[config.mk]
export PLATFORM = sky130hd
export DESIGN_NAME = mux_4_to_1_flat
export DESIGN_NICKNAME = d
export VERILOG_FILES = /design/src/rtl/mux_4_to_1_if.sv /design/src/rtl/mux_4_to_1.sv /design/src/flat_wrapper.sv
export SDC_FILE = /design/constraint.sdc
export NUM_CORES = 1
export LEC_CHECK = 0
export CAP_MARGIN = 5
export CORE_AREA = 2 2 39 41
export DETAILED_ROUTE_END_ITERATION = 16
export DIE_AREA = 0 0 41 43
export HOLD_SLACK_MARGIN = 0.12
export PLACE_DENSITY = 0.43
export SYNTH_ARGS = -nofsm -noshare
export SYNTH_HDL_FRONTEND = slang
export SYNTH_SLANG_ARGS = --single-unit
[constraint.sdc]
create_clock -name clk -period 1.3 [get_ports clk]
set_input_delay 0.26 -clock clk [delete_from_list [all_inputs] [get_ports clk]]
set_output_delay 0.26 -clock clk [all_outputs]
set_load 0.1 [all_outputs]
[src/rtl/mux_4_to_1_if.sv]
// Select/data/result bundle for mux_4_to_1; chg_cnt exists only when MUX_4_TO_1_STATS_EN is defined.
interface mux_4_to_1_if #(
  parameter int WIDTH = 1
);
  logic             en;
  logic             s0;
  logic             s1;
  logic [WIDTH-1:0] i0;
  logic [WIDTH-1:0] i1;
  logic [WIDTH-1:0] i2;
  logic [WIDTH-1:0] i3;
  logic [WIDTH-1:0] y;
  logic [WIDTH-1:0] y_q;
  logic             y_q_valid;
  logic             sel_chg;
`ifdef MUX_4_TO_1_STATS_EN
  logic [15:0]      chg_cnt;
`endif

`ifdef MUX_4_TO_1_STATS_EN
  modport master (output en, s0, s1, i0, i1, i2, i3,
                  input  y, y_q, y_q_valid, sel_chg, chg_cnt);
  modport slave  (input  en, s0, s1, i0, i1, i2, i3,
                  output y, y_q, y_q_valid, sel_chg, chg_cnt);
`else
  modport master (output en, s0, s1, i0, i1, i2, i3,
                  input  y, y_q, y_q_valid, sel_chg);
  modport slave  (input  en, s0, s1, i0, i1, i2, i3,
                  output y, y_q, y_q_valid, sel_chg);
`endif
endinterface

[src/rtl/mux_4_to_1.sv]
// 4:1 mux with combinational y plus an enabled registered copy and select-change pulse; optional chg_cnt under MUX_4_TO_1_STATS_EN.
// Latency: y 0 cycles, y_q and sel_chg 1 cycle. No backpressure: en gates capture, holding state when low.
module mux_4_to_1 #(
  parameter int WIDTH = 1
) (
  input  logic         clk,
  input  logic         rst,
  mux_4_to_1_if.slave  bus
);

  logic [1:0]       sel;
  logic [1:0]       sel_q;
  logic [WIDTH-1:0] y_mux;
  logic [WIDTH-1:0] y_q;
  logic             y_q_valid;
  logic             sel_chg;

  assign sel = {bus.s0, bus.s1};

  // Unknown select values fall through to i0.
  always_comb begin
    y_mux = bus.i0;
    case (sel)
      2'b01:   y_mux = bus.i1;
      2'b10:   y_mux = bus.i2;
      2'b11:   y_mux = bus.i3;
      default: y_mux = bus.i0;
    endcase
  end

  always_ff @(posedge clk) begin
    if (rst) begin
      y_q       <= '0;
      y_q_valid <= 1'b0;
      sel_q     <= 2'b00;
      sel_chg   <= 1'b0;
    end else if (bus.en) begin
      y_q       <= y_mux;
      y_q_valid <= 1'b1;
      sel_q     <= sel;
      // No reference index exists until the first capture after reset.
      sel_chg   <= y_q_valid && (sel != sel_q);
    end else begin
      sel_chg   <= 1'b0;
    end
  end

  assign bus.y         = y_mux;
  assign bus.y_q       = y_q;
  assign bus.y_q_valid = y_q_valid;
  assign bus.sel_chg   = sel_chg;

`ifdef MUX_4_TO_1_STATS_EN
  logic [15:0] chg_cnt;

  always_ff @(posedge clk) begin
    if (rst) begin
      chg_cnt <= 16'h0000;
    end else if (sel_chg && (chg_cnt != 16'hFFFF)) begin
      chg_cnt <= chg_cnt + 16'h0001;
    end
  end

  assign bus.chg_cnt = chg_cnt;
`endif

endmodule

[src/flat_wrapper.sv]
// flat-port wrapper written by rule: the top's interface ports become plain ports
module mux_4_to_1_flat 
#(
  parameter int WIDTH = 1
)
  (clk, rst, bus_en, bus_s0, bus_s1, bus_i0, bus_i1, bus_i2, bus_i3, bus_y, bus_y_q, bus_y_q_valid, bus_sel_chg);
  mux_4_to_1_if #(.WIDTH(WIDTH)) bus_i ();
  input  logic clk;
  input  logic rst;
  input wire logic [$bits(bus_i.en)-1:0] bus_en;
  input wire logic [$bits(bus_i.s0)-1:0] bus_s0;
  input wire logic [$bits(bus_i.s1)-1:0] bus_s1;
  input wire logic [$bits(bus_i.i0)-1:0] bus_i0;
  input wire logic [$bits(bus_i.i1)-1:0] bus_i1;
  input wire logic [$bits(bus_i.i2)-1:0] bus_i2;
  input wire logic [$bits(bus_i.i3)-1:0] bus_i3;
  output wire logic [$bits(bus_i.y)-1:0] bus_y;
  output wire logic [$bits(bus_i.y_q)-1:0] bus_y_q;
  output wire logic [$bits(bus_i.y_q_valid)-1:0] bus_y_q_valid;
  output wire logic [$bits(bus_i.sel_chg)-1:0] bus_sel_chg;
  assign bus_i.en = bus_en;
  assign bus_i.s0 = bus_s0;
  assign bus_i.s1 = bus_s1;
  assign bus_i.i0 = bus_i0;
  assign bus_i.i1 = bus_i1;
  assign bus_i.i2 = bus_i2;
  assign bus_i.i3 = bus_i3;
  assign bus_y = bus_i.y;
  assign bus_y_q = bus_i.y_q;
  assign bus_y_q_valid = bus_i.y_q_valid;
  assign bus_sel_chg = bus_i.sel_chg;
  mux_4_to_1 #(.WIDTH(WIDTH)) u_core (.clk(clk), .rst(rst), .bus(bus_i));
endmodule
==> flow_metrics.tcl, run 1 <==
set metrics [dict create \
    p_seq_share_pct 31.3 \
    synth_compound_area_share_pct 6.91 \
    synthTopCellsByArea "dfxtp_1 (43%), mux2i_1 (21%), xnor2_1 (7.4%)" \
    fp.coreArea_sq_um 1380 \
    grt_pass1_wl_microns 993 \
    multi_input_comb_area_sq_um 165 \
    die_w_microns 41 \
    synth.distinct_cells 11 \
    hold_buffers 0 \
    routed_via_density 3.97 \
    fillers 152 \
    synth_cells 23 \
    post-route-period-util_pct 95.8 \
    reg2reg_depth 2 \
    cts_tree "done" \
    critical_path_arrival_ns 0.99 \
    first_iter_violations 0 \
    drc 0 \
    power_per_cell_area_nw_per_um2 1050 \
    end_kind "output pin" \
    min_from "bus_s1" \
    yosys-mux-area-fraction_pct 21.3 \
    dpl-instance-area_sq_um 468 \
    regToRegSetupSlack_ns 0.36 \
    port_buffers 12 \
    insertion_delay_ns 0.24 \
    worstSetupStartpointType "primary input" \
    dp_hpwl_microns 496 \
    rows 14 \
    ant_nets 0 \
    rsz0062_at_grt "false" \
    routed-wl-met2_microns 307 \
    ys_ff_latch 5 \
    highest_layer "met3" \
    cts_sinks 5 \
    critPathKind "primary input to output pin" \
    fin_cells 62 \
    fmax_ghz 0.803 \
    synth.top_cell.area_share_pct 42.6 \
    synth_area_leader_cell "dfxtp_1" \
    drv_cap 0 \
    ir_drop_mv 0.537 \
    r2r_start "u_core.bus.y_q" \
    via_count 246 \
    clockPowerShare_pct 32.5 \
    finalNetCount 56 \
    cts_inserted_buffers 3 \
    die_area_sq_um 1760 \
    grt_pass1_vias 263 \
    synth_top_family_by_area "multiplexers" \
    clockBufferDepth 2 \
    mappedNetlistArea_sq_um 235 \
    ys_seq_area_share_pct 42.6 \
    status "completed" \
    grt_max_degree 6 \
    h-tree-depth 1 \
    dr_wl_met3_microns 53 \
    min_path_cells 4 \
    layout_commonest_cell "buf_4" \
    drt_first_pass_iters 1 \
    comb_power_share_pct 36.2 \
    worst_pin_slew_ns 0.180 \
    die_y_microns 43 \
    period_minus_slack_ns 1.25 \
    routabilityCongestion 0.735 \
    area_delta_synth_final_pct 123 \
    layout_common_cells "buf_4 (8), nor2_1 (4), dlygate4sd2_1 (4), buf_12 (4)" \
    grt_overflow 0 \
    hp-class "primary input to flop" \
    wl_met1_microns 219 \
    min_to "u_core.sel_q[0]" \
    fin_util_pct 37.9 \
    post_synth_and_or_nand_nor_area_fraction_pct 18.6 \
    synth-xor-area-share_pct 7.45 \
    cp_data_required_time_ns 1.04 \
    grtUsageTotal_pct 8.96 \
    p_sw_share_pct 32.0 \
    power_leakage_nw 0.216 \
    yosysWarnings 0 \
    finalHoldViolCount 0 \
    max_slew_margin_pct 87.8 \
    postRouteWirelength_microns 580 \
    maxSlewViolCount 0 \
    routedWlPerCell_microns 9.35 \
    n_antenna_cell 0 \
    path_clk_slew_ns 0.04 \
    io_pins 13 \
    holdWs_ns 0.479 \
    synthesis.nets 32 \
    power.switching_uw 177 \
    floorplan.initialDensity_pct 17.0 \
    antenna_found_initial 0 \
    setup_violations 0 \
    final.setup.tns_ns 0 \
    avgSynthCellArea_sq_um 10.2 \
    synth_fa_ha_area_share_pct 0 \
    cp_max_fo 3 \
    final_cell_area_sq_um 524 \
    dp.cells 56 \
    p_int_uw 376 \
    r2r_end "u_core.bus.y_q" \
    clockRootBuffer "clkbuf_4" \
    drive_gt1_share_pct 47.8 \
    finalClockSkew_ns 0.00433 \
    regArea_sq_um 103 \
]
==> per-layer routing <==
metal	up-vias	track usage, %
li1	126	-
met1	113	9.09
met2	7	13.4
met3	0	7.85
met4	0	2.00
met5	-	0
==> synth_stat cells <==
cell      n
a211oi_1  1
mux2i_1   5
o221ai_1  1
or3b_2    1
nand2_1   1
xnor2_1   2
or3b_1    1
nand3b_1  1
nor2_1    4
dfxtp_1   5
buf_4     1
==> worst max-delay path by stage <==
stage / endpoint / start
final: bus_y / bus_s0
after global placement: bus_y / bus_s1
after global routing: bus_y / bus_i2
after CTS: bus_y / bus_s0
after detailed placement: bus_y / bus_s1
after floorplan: bus_y / bus_s1
==> cell families after synthesis <==
kind of cell           after synthesis
multiplexers                         5
AND/OR/NAND/NOR                      8
AO/OA/AOI/OAI                        2
flip-flops                           5
buffers and inverters                1
XOR/XNOR                             2
==> layout make-up <==
cell class	instances	area share, %
clock buffer	4	5.01
multi-input combinational	17	31.5
sequential	5	19.6
tap	16	3.82
timing repair buffer	20	40.1
==> state kept, by name (all words and copies together), names as in the netlist <==
| signal | flops |
|---|---|
| u_core.bus.sel_chg | 1 |
| u_core.bus.y_q | 1 |
| u_core.bus.y_q_valid | 1 |
| u_core.sel_q | 2 |
==> timing repair <==
item,CTS,global route
setup buffers,2,0
resized for setup,13,1
setup endpoints to repair,2,1
gates cloned,0,0
==> worst max-delay path, stage by stage <==
cell             delay (ns)
clkdlybuf4s15_1        0.25
mux2i_4                0.27
buf_12                 0.19
==> stage by stage <==
step	setup slack, ns	power (mW)
2_1_floorplan	-0.00469	0.275
3_3_place_gp	-0.409	0.364
3_5_place_dp	-0.450	0.366
4_1_cts	0.00713	0.563
5_1_grt	0.0179	0.582
6_report	0.0548	0.552
==> power by group through the flow <==
stage                     clock (mW)  combinational (mW)  sequential [mW]
after global placement             0               0.188            0.175
after detailed placement           0               0.190            0.176
after CTS                      0.187               0.202            0.173
final                          0.179               0.200            0.173
after global routing           0.198               0.210            0.174
after floorplan                    0              0.0610            0.214
Power figures use the tool's default switching activity.
==> inputs of run 2 (changes only) <==
- ABC_CLOCK_PERIOD_IN_PS: unset -> 1300
==> results of run 2 <==
Same layout as run 1: the final DEF is identical, and so are final timing and power.
